### config.mk
export PLATFORM = sky130hd
export DESIGN_NAME = rle_encoder_flat
export DESIGN_NICKNAME = d
export VERILOG_FILES = /design/src/rtl/rle_pkg.sv /design/src/rtl/rle_encoder_if.sv /design/src/rtl/rle_chan.sv /design/src/rtl/rle_encoder.sv /design/src/flat_wrapper.sv
export SDC_FILE = /design/constraint.sdc
export NUM_CORES = 1
export LEC_CHECK = 0
export BUFFER_PORTS_ARGS = -buffer_cell sky130_fd_sc_hd__buf_2
export CORE_ASPECT_RATIO = 1.1
export CORE_MARGIN = 3
export CORE_UTILIZATION = 58
export DETAILED_ROUTE_END_ITERATION = 12
export GPL_TIMING_DRIVEN = 0
export PLACE_DENSITY = 0.84
export SETUP_SLACK_MARGIN = 0.1
export SYNTH_ARGS = -nofsm -noshare
export SYNTH_HDL_FRONTEND = slang
export SYNTH_SLANG_ARGS = --single-unit
### constraint.sdc
create_clock -name clk -period 3 [get_ports clk]
set_input_delay 0.6 -clock clk [delete_from_list [all_inputs] [get_ports clk]]
set_output_delay 0.6 -clock clk [all_outputs]
set_load 0.01 [all_outputs]
### src/rtl/rle_pkg.sv
// Shared widths, channel FSM states and the run-code packing helper for the RLE encoder.
package rle_pkg;
  localparam int PIX_W  = 8;
  localparam int CNT_W  = 8;
  localparam int CODE_W = 16;

  typedef enum logic [1:0] {
    IDLE  = 2'd0,
    RUN   = 2'd1,
    FLUSH = 2'd2
  } rle_state_t;

  function automatic logic [CODE_W-1:0] pack_code(input logic [CNT_W-1:0] cnt,
                                                  input logic [PIX_W-1:0] val);
    return {cnt, val};
  endfunction
endpackage

### src/rtl/rle_encoder_if.sv
// Three-channel pixel-in / run-code-out bus; RLE_STATS_EN adds the per-channel code_count field.
interface rle_encoder_if;
  import rle_pkg::*;

  logic [PIX_W-1:0]  R, G, B;
  logic [2:0]        in_valid;
  logic [2:0]        in_last;
  logic [2:0]        in_ready;
  logic [CODE_W-1:0] R_code, G_code, B_code;
  logic [2:0]        code_valid;
  logic [2:0]        code_ready;
  logic [2:0]        done;
`ifdef RLE_STATS_EN
  logic [47:0]       code_count;

  modport master (output R, G, B, in_valid, in_last, code_ready,
                  input  in_ready, R_code, G_code, B_code, code_valid, done, code_count);
  modport slave  (input  R, G, B, in_valid, in_last, code_ready,
                  output in_ready, R_code, G_code, B_code, code_valid, done, code_count);
`else
  modport master (output R, G, B, in_valid, in_last, code_ready,
                  input  in_ready, R_code, G_code, B_code, code_valid, done);
  modport slave  (input  R, G, B, in_valid, in_last, code_ready,
                  output in_ready, R_code, G_code, B_code, code_valid, done);
`endif
endinterface

### src/rtl/rle_chan.sv
// One RLE channel: code registered on the edge that ends a run (1 cycle); a full, unaccepted
// output slot drops pix_rdy and freezes the accumulator. RLE_STATS_EN adds a frame code counter.
module rle_chan
  import rle_pkg::*;
#(
  parameter int MAX_RUN = 255
) (
  input  logic              clk,
  input  logic              rst,
  input  logic [PIX_W-1:0]  pix_dat,
  input  logic              pix_vld,
  input  logic              pix_last,
  output logic              pix_rdy,
  output logic [CODE_W-1:0] code_dat,
  output logic              code_vld,
  input  logic              code_rdy,
  output logic              done
`ifdef RLE_STATS_EN
  ,
  output logic [15:0]       code_count
`endif
);
  localparam logic [CNT_W-1:0] MAX_CNT = CNT_W'(MAX_RUN);

  rle_state_t        state_q, state_d;
  logic [PIX_W-1:0]  cur_q, cur_d;
  logic [CNT_W-1:0]  cnt_q, cnt_d;
  logic [CODE_W-1:0] code_q, code_d;
  logic              vld_q, vld_d;
  logic              last_q, last_d;
  logic              done_q, done_d;
  logic              slot_free, xfer, acc, extend;

  assign slot_free = !vld_q | code_rdy;
  assign xfer      = vld_q & code_rdy;
  assign pix_rdy   = slot_free && (state_q != FLUSH);
  assign acc       = pix_vld & pix_rdy;
  assign extend    = (pix_dat == cur_q) && (cnt_q < MAX_CNT);

  always_comb begin
    state_d = state_q;
    cur_d   = cur_q;
    cnt_d   = cnt_q;
    code_d  = code_q;
    vld_d   = vld_q & ~code_rdy;
    last_d  = last_q;
    done_d  = xfer & last_q;
    case (state_q)
      IDLE: begin
        if (acc) begin
          if (pix_last) begin
            code_d = pack_code(CNT_W'(1), pix_dat);
            vld_d  = 1'b1;
            last_d = 1'b1;
          end else begin
            cur_d   = pix_dat;
            cnt_d   = CNT_W'(1);
            state_d = RUN;
          end
        end
      end
      RUN: begin
        if (acc) begin
          if (extend && pix_last) begin
            code_d  = pack_code(cnt_q + CNT_W'(1), cur_q);
            vld_d   = 1'b1;
            last_d  = 1'b1;
            cnt_d   = '0;
            state_d = IDLE;
          end else if (extend) begin
            cnt_d = cnt_q + CNT_W'(1);
          end else begin
            // Run broken or full: emit it and restart on the new pixel.
            code_d = pack_code(cnt_q, cur_q);
            vld_d  = 1'b1;
            last_d = 1'b0;
            cur_d  = pix_dat;
            cnt_d  = CNT_W'(1);
            if (pix_last) state_d = FLUSH;
          end
        end
      end
      FLUSH: begin
        if (slot_free) begin
          code_d  = pack_code(cnt_q, cur_q);
          vld_d   = 1'b1;
          last_d  = 1'b1;
          cnt_d   = '0;
          state_d = IDLE;
        end
      end
      default: state_d = IDLE;
    endcase
  end

  always_ff @(posedge clk) begin
    if (!rst) begin
      state_q <= IDLE;
      cur_q   <= '0;
      cnt_q   <= '0;
      code_q  <= '0;
      vld_q   <= 1'b0;
      last_q  <= 1'b0;
      done_q  <= 1'b0;
    end else begin
      state_q <= state_d;
      cur_q   <= cur_d;
      cnt_q   <= cnt_d;
      code_q  <= code_d;
      vld_q   <= vld_d;
      last_q  <= last_d;
      done_q  <= done_d;
    end
  end

  assign code_dat = code_q;
  assign code_vld = vld_q;
  assign done     = done_q;

`ifdef RLE_STATS_EN
  logic [15:0] stat_q;
  logic        clr_pend_q;

  // A finished frame arms the clear; the next frame's first pixel performs it.
  always_ff @(posedge clk) begin
    if (!rst) begin
      stat_q     <= '0;
      clr_pend_q <= 1'b0;
    end else if (acc && (state_q == IDLE) && (clr_pend_q || (xfer && last_q))) begin
      stat_q     <= '0;
      clr_pend_q <= 1'b0;
    end else begin
      if (xfer && (stat_q != 16'hFFFF)) stat_q <= stat_q + 16'd1;
      if (xfer && last_q) clr_pend_q <= 1'b1;
    end
  end

  assign code_count = stat_q;
`endif
endmodule

### src/rtl/rle_encoder.sv
// Three independent RLE channels (R=bit0, G=bit1, B=bit2); latency and backpressure as in rle_chan.
// RLE_STATS_EN exposes the per-channel code counters on the bus.
module rle_encoder #(
  parameter int MAX_RUN = 255
) (
  input logic         clk,
  input logic         rst,
  rle_encoder_if.slave bus
);
  rle_chan #(.MAX_RUN(MAX_RUN)) u_r (
    .clk(clk), .rst(rst),
    .pix_dat(bus.R), .pix_vld(bus.in_valid[0]), .pix_last(bus.in_last[0]), .pix_rdy(bus.in_ready[0]),
    .code_dat(bus.R_code), .code_vld(bus.code_valid[0]), .code_rdy(bus.code_ready[0]),
    .done(bus.done[0])
`ifdef RLE_STATS_EN
    , .code_count(bus.code_count[15:0])
`endif
  );

  rle_chan #(.MAX_RUN(MAX_RUN)) u_g (
    .clk(clk), .rst(rst),
    .pix_dat(bus.G), .pix_vld(bus.in_valid[1]), .pix_last(bus.in_last[1]), .pix_rdy(bus.in_ready[1]),
    .code_dat(bus.G_code), .code_vld(bus.code_valid[1]), .code_rdy(bus.code_ready[1]),
    .done(bus.done[1])
`ifdef RLE_STATS_EN
    , .code_count(bus.code_count[31:16])
`endif
  );

  rle_chan #(.MAX_RUN(MAX_RUN)) u_b (
    .clk(clk), .rst(rst),
    .pix_dat(bus.B), .pix_vld(bus.in_valid[2]), .pix_last(bus.in_last[2]), .pix_rdy(bus.in_ready[2]),
    .code_dat(bus.B_code), .code_vld(bus.code_valid[2]), .code_rdy(bus.code_ready[2]),
    .done(bus.done[2])
`ifdef RLE_STATS_EN
    , .code_count(bus.code_count[47:32])
`endif
  );
endmodule

### src/flat_wrapper.sv
// flat-port wrapper written by rule: the top's interface ports become plain ports
module rle_encoder_flat 
#(
  parameter int MAX_RUN = 255
)
  (clk, rst, bus_R, bus_G, bus_B, bus_in_valid, bus_in_last, bus_code_ready, bus_in_ready, bus_R_code, bus_G_code, bus_B_code, bus_code_valid, bus_done);
  rle_encoder_if bus_i ();
  input logic clk;
  input logic rst;
  input wire logic [$bits(bus_i.R)-1:0] bus_R;
  input wire logic [$bits(bus_i.G)-1:0] bus_G;
  input wire logic [$bits(bus_i.B)-1:0] bus_B;
  input wire logic [$bits(bus_i.in_valid)-1:0] bus_in_valid;
  input wire logic [$bits(bus_i.in_last)-1:0] bus_in_last;
  input wire logic [$bits(bus_i.code_ready)-1:0] bus_code_ready;
  output wire logic [$bits(bus_i.in_ready)-1:0] bus_in_ready;
  output wire logic [$bits(bus_i.R_code)-1:0] bus_R_code;
  output wire logic [$bits(bus_i.G_code)-1:0] bus_G_code;
  output wire logic [$bits(bus_i.B_code)-1:0] bus_B_code;
  output wire logic [$bits(bus_i.code_valid)-1:0] bus_code_valid;
  output wire logic [$bits(bus_i.done)-1:0] bus_done;
  assign bus_i.R = bus_R;
  assign bus_i.G = bus_G;
  assign bus_i.B = bus_B;
  assign bus_i.in_valid = bus_in_valid;
  assign bus_i.in_last = bus_in_last;
  assign bus_i.code_ready = bus_code_ready;
  assign bus_in_ready = bus_i.in_ready;
  assign bus_R_code = bus_i.R_code;
  assign bus_G_code = bus_i.G_code;
  assign bus_B_code = bus_i.B_code;
  assign bus_code_valid = bus_i.code_valid;
  assign bus_done = bus_i.done;
  rle_encoder #(.MAX_RUN(MAX_RUN)) u_core (.clk(clk), .rst(rst), .bus(bus_i));
endmodule
[Word level (Yosys, flattened, before mapping)]
Index checks and enable logic that the tools add are counted.
Word-level totals
  register bits: 111
  word-level logic and storage cells: 243
  bits of input ports: 35
  output and inout bits: 57
Operators by class
  $lt $le $gt $ge: 3
  reduce and logical (&&, ||, !) cells: 33
  eq/ne operators: 39
  muxes and demuxes: 126
  add/subtract/negate cells: 3
  bitwise logic cells: 18
Operators with widths (number)
  $mux W16: 18
  $mux W8: 33
  $pmux W16 S3: 3
  $pmux W8 S3: 3
  $reduce_and A6 Y1: 9
  $ne A2 B2 Y1 const B: 24
  $pmux W8 S2: 3
  $mux W2: 21
  $mux W1: 36
  $add A8 B1 Y8 const B: 3
  $eq A8 B8 Y1: 3
  $lt A8 B8 Y1 const B: 3
  $ne A3 B3 Y1 const B: 6
  $pmux W1 S3: 6
  $pmux W2 S3: 3
  $reduce_and A5 Y1: 3
  $and A1 B1 Y1: 12
  $logic_and A1 B1 Y1: 9
  $reduce_bool A3 Y1: 3
  $eq A2 B1 Y1 const B: 3
  $eq A2 B2 Y1 const B: 3
  $logic_not A2 Y1: 3
  $reduce_bool A2 Y1: 3
  $logic_not A1 Y1: 3
  2 further kinds: 6

[Depth between registers and ports, before layout]
  word-level depth: 6
  mapped depth: 11
  depth with buffers taken out: 8

[Cells and area by module]
A second synthesis with hierarchy kept.
Unflattened totals
  cell total of the unflattened synthesis: 763
  area, all modules: 6301.0 um^2
Modules (own cells, without submodules)
  rle_chan at u_core.u_b ...: area an instance 2048.2 um^2, sequential area each 740.7 um^2, cells an instance 244, times used 2
  rle_chan at u_core.u_r: area an instance 2204.6 um^2, sequential area each 740.7 um^2, cells an instance 275, times used 1

[Worst setup path after synthesis]
OpenSTA, ideal clock, no wires.
  path kind: reg-to-reg
  start point: reg u_core.u_b.state_q[0]
  end point: reg u_core.u_b.code_q[13] (netlist: u_core.u_b.code_dat[13])
  data arrival time: 2135 ps
  stages on the path, launching flop included: 10
  setup time: 79 ps
  required time: 2921 ps
  slack: 786 ps
  buffers on the path: 2
  period minus slack after synthesis: 2214 ps
  path through: dfxtp_1 -> inv_1 -> ha_1 -> buf_2 -> or3_1 -> a21oi_2 -> o31ai_2 -> buf_6 -> or3_1 -> o211ai_1
On the way
  cells in the longest elaborated chain, start to end: 5
  elaborated cells on any way between the ends: 14
  those cells by class: eq/ne: 8; mux: 1; bitwise: 1; reduce/logical: 4
Ends and longest elaborated chain
  start, declared: line rle_chan.sv:25  | rle_state_t state_q, state_d;
  start signal, assigned: line rle_chan.sv:106  | state_q <= state_d;
  $ne A2 B2 Y1: line rle_chan.sv:36  | assign pix_rdy = slot_free && (state_q != FLUSH);
  $logic_and A1 B1 Y1: line rle_chan.sv:36
  $and A1 B1 Y1: line rle_chan.sv:37  | assign acc = pix_vld & pix_rdy;
  $ne A2 B2 Y1 (no source line)
  $reduce_and A6 Y1 (no source line)
  end signal, assigned: line rle_chan.sv:109  | code_q <= code_d;
  end, declared: line rle_chan.sv:28  | logic [CODE_W-1:0] code_q, code_d;
Several ways; a longest one is shown, not always the timed one.
A chain may end at the register's enable or synchronous reset.

[Final worst setup path]
  start point: reg u_core.u_g.state_q[0]
  end point: reg u_core.u_g.code_q[6] (netlist: u_core.u_g.code_dat[6])
On the way
  cells in the longest elaborated chain, start to end: 5
  elaborated cells on any way between the ends: 14
  those cells by class: eq/ne: 8; mux: 1; bitwise: 1; reduce/logical: 4
Ends and longest elaborated chain (line)
  start, declared: rle_chan.sv:25
  start signal, assigned: rle_chan.sv:106
  $ne A2 B2 Y1: rle_chan.sv:36
  $logic_and A1 B1 Y1: rle_chan.sv:36
  $and A1 B1 Y1: rle_chan.sv:37
  $ne A2 B2 Y1 (no source line)
  $reduce_and A6 Y1 (no source line)
  end signal, assigned: rle_chan.sv:109
  end, declared: rle_chan.sv:28
Several ways; a longest one is shown, not always the timed one.

==> results.txt <==
Status = completed
Slew @ Worst Pin = 806 ps
Max incr delay on CP = 420 ps
Post-route ant nets = 0
Ys flop type = dfxtp_1
Largest net degree at the start of global routing = 18
Total congestion overflow = 0
Pwr Density = 516 mW/mm2
Core Util, Final = 0.691
Area grow syn2layout = 15.1%
CTS root buf = clkbuf_16
Later-pin clock latency in the skew report = 350 ps
Share of layout cells above drive strength 1 = 0.183
H-Tree Depth = 3
GR peak layer = met2
Ports = 92
Synth cell types = 76
Crit path DAT = 2880 ps
Fin worst setup slack = 370 ps
Post-synthesis mux area share = 0.0213
Number of fill cells = 862
Post-cts gate resize count = 0
#FFs+latches synth = 111
Placer Congestion = 0.992
Post-synthesis sequential area ratio = 0.353
Reg area = 0.00222 mm2
All-Layer GR Usage = 0.288
Dpl hpwl = 13.2 mm
Simple-Gate Fraction of Synth Area = 0.276
Max clock buf depth = 2
Post-Synth XOR/XNOR Area = 0.0390
Final cell count without fillers = 1030
Max Slew Vio Count = 0
Cell count after synthesis = 781
Num CTS Buffers = 9
EDFF count, synth = 0
Worst path top cell family by delay = buffers and inverters
Die Wd = 105 um
Clk sinks = 111
Die height = 115 um
Detailed Route WL = 17.7 mm
Max frequency = 0.380 GHz
Pre-CTS WS = 279 ps
IO Port Bufs = 90
CTS Hold Bufs = 0
Slew Limit Headroom = 0.463
Detailed Route Iter0 Violations = 512
Worst Setup End Kind = register
Vias in the first global route = 5942
Synth Area in Compound Gates = 0.219
# diodes = 0
YS warnings = 0
Met3 GRT Util = 0.0511
Synthesized Nets = 831
Effective utilization at floorplan = 0.600
Vias post-DR = 6325
Buffer and inverter count on the worst path = 4
WL/cell = 17.2 um
IR drop worst, VDD = 0.286 mV
Vias per cell = 6.14
Max_cap viols = 0
Met1 Usage GRT = 0.353
Setup TNS = 0 ps
Met2 usage = 0.489
CTS tree = built
Async SR Flop Fraction = 0
Tcrit/Tclk final = 0.877
Row Count = 39
Nets@finish = 932
Initial antenna violation count = 0
Crit-path max FO = 10
P_leak = 2.93 nW
CP startpoint kind = register
Adder-Cell Fraction of Synth Area = 0.0298
Synthesized area per cell = 8.06 um2
Footprint of the multi-input gates = 0.00369 mm2
Post-route minimum period = 2630 ps
Critical path's slowest cell = dfxtp_1
Placeable Area = 0.0105 mm2
Clock Pin Slew Worst Setup and Hold Paths = 70 ps
First-pass DRT Iterations = 5
Placed Cells = 1014
Clock Skews = 7.67 ps
Worst path cell trace = inv_1, ha_1, clkinvlp_4, o21ai_0, o21ai_0, nor2b_1, buf_2, buf_2, nor2_1, a311oi_1
Total power = 0.00374 W
Main combinational cell family by area after synthesis = simple AND/OR/NAND/NOR gates
Crit path kind = reg2reg
Post-route DRC violation count = 0
Die area = 0.0121 mm2
Post-CTS setup buffer count = 0
Final-report setup violation count = 0
Hold/Removal Path Class = reg2reg
Unrepaired setup endpoints after global routing = false
First-pass GRT wire length = 28.3 mm
Post-synthesis cell area = 0.00629 mm2
WP data required = 3250 ps
Fin. Hold Viols = 0
## registers in the layout (all words and copies together) (netlist names), 2 cells and up
register and count:
u_core.u_b.cnt_q 8, u_core.u_r.cur_q 8, u_core.u_b.state_q 2, u_core.u_g.code_dat 16
u_core.u_r.state_q 2, u_core.u_g.cur_q 8, u_core.u_b.code_dat 16, u_core.u_g.state_q 2
u_core.u_b.cur_q 8, u_core.u_r.code_dat 16, u_core.u_g.cnt_q 8, u_core.u_r.cnt_q 8
## routing by layer
| layer | vias to the layer above | wire length [um] | part of all wire |
|---|---|---|---|
| met5 | - | 0 | 0 |
| met4 | 0 | 635 | 0.036 |
| met3 | 49 | 1370 | 0.078 |
| met2 | 278 | 8460 | 0.48 |
| met1 | 2954 | 7220 | 0.41 |
| li1 | 3044 | - | - |
## metrics by stage
step / hold WS, ps / area, um2
2_1_floorplan: 444 / 6290
5_1_grt: 507 / 7250
3_5_place_dp: 469 / 6920
3_3_place_gp: 457 / 6920
4_1_cts: 491 / 7240
6_report: 485 / 7250
## tightest hold or removal path, delay by kind of cell (launching register included)
kind | cells | cell delay (ps)
AOI/OAI and AO/OA | 1 | 70
DFF | 1 | 310
and+or+nand+nor | 1 | 60
## synthesized netlist by cell type, types with 4 or more instances
library cell | n | share of area
nand2_1 | 81 | 0.048
inv_1 | 18 | 0.011
o22ai_1 | 5 | 0.0050
a21boi_0 | 5 | 0.0060
a211oi_1 | 4 | 0.0048
clkbuf_1 | 33 | 0.020
nand3_1 | 68 | 0.054
a31oi_1 | 15 | 0.015
dfxtp_1 | 111 | 0.35
a22o_1 | 7 | 0.0097
nand4_1 | 12 | 0.012
a32oi_1 | 6 | 0.0083
or2_2 | 4 | 0.0040
and4_1 | 4 | 0.0056
a21o_1 | 5 | 0.0060
nor2b_1 | 18 | 0.018
nor3_1 | 13 | 0.010
nand2b_1 | 18 | 0.018
nor2_1 | 70 | 0.042
ha_1 | 15 | 0.030
o21ai_0 | 48 | 0.038
o21ai_1 | 7 | 0.0056
and3_1 | 16 | 0.016
a41oi_1 | 5 | 0.0070
a311oi_1 | 24 | 0.033
mux2i_1 | 10 | 0.016
nor3b_1 | 4 | 0.0048
xor2_1 | 25 | 0.035
a22oi_1 | 4 | 0.0048
buf_4 | 10 | 0.012
a21oi_1 | 18 | 0.014
o211ai_1 | 9 | 0.011
o31ai_1 | 5 | 0.0060
buf_2 | 12 | 0.0095
## cells by family (layout without fill, tap and decap cells)
kind of cell | count (synthesis) | count (layout)
compound gates | 197 | 197
fa+ha+maj | 15 | 15
flops | 111 | 111
simple gates | 338 | 338
xor+xnor | 28 | 28
mux | 13 | 13
buf+inv | 79 | 185
## power breakdown
group / internal (W) / total, W / switching [W]
sequential: 0.00157 / 0.00165 / 0.0000765
clock: 0.000723 / 0.00126 / 0.000540
combinational: 0.000300 / 0.000827 / 0.000526
total: 0.00259 / 0.00374 / 0.00114
## final cells by class
| class | instances | share of cell area |
|---|---|---|
| multi-input cells | 591 | 0.509 |
| flip-flops and latches | 111 | 0.307 |
| repair buffers | 90 | 0.0622 |
| plain buffers | 60 | 0.0433 |
| clock buffers | 13 | 0.0373 |
| well taps | 143 | 0.0247 |
| inverters | 19 | 0.0104 |
| clock inverters | 3 | 0.00656 |
## cell usage in the layout, fill, tap and decap left out, types with 5 or more instances in the layout
cell       synthesis  layout
nor3_1            13      13
clkbuf_16          0       9
o21ai_0           48      48
a311oi_1          24      24
ha_1              15      15
clkbuf_8           2       5
clkbuf_1          33      34
buf_2             12     102
a21boi_0           5       5
a31oi_1           15      15
inv_1             18      18
a32oi_1            6       6
a22o_1             7       7
nor2b_1           18      18
o31ai_1            5       5
o22ai_1            5       5
xor2_1            25      25
mux2i_1           10      10
and3_1            16      16
o21ai_1            7       7
nand2_1           81      81
nand4_1           12      12
o211ai_1           9       9
a41oi_1            5       5
dfxtp_1          111     111
buf_4             10      10
a21o_1             5       5
nand2b_1          18      18
a21oi_1           18      18
nand3_1           68      68
nor2_1            70      70
## final timing paths
kind                                                            from  depth (start not counted)  slack, ps                                    to
worst max-delay path              u_core.u_g.state_q[0]$_SDFFE_PN0P_                         10        370   u_core.u_g.code_dat[6]$_SDFFE_PN0P_
worst min-delay path            u_core.u_b.code_dat[15]$_SDFFE_PN0P_                          2        490  u_core.u_b.code_dat[15]$_SDFFE_PN0P_
worst max register to register    u_core.u_g.state_q[0]$_SDFFE_PN0P_                         10        370   u_core.u_g.code_dat[6]$_SDFFE_PN0P_
worst min register to register  u_core.u_b.code_dat[15]$_SDFFE_PN0P_                          2        490  u_core.u_b.code_dat[15]$_SDFFE_PN0P_
No activity file was read; power rests on OpenSTA's default activity.
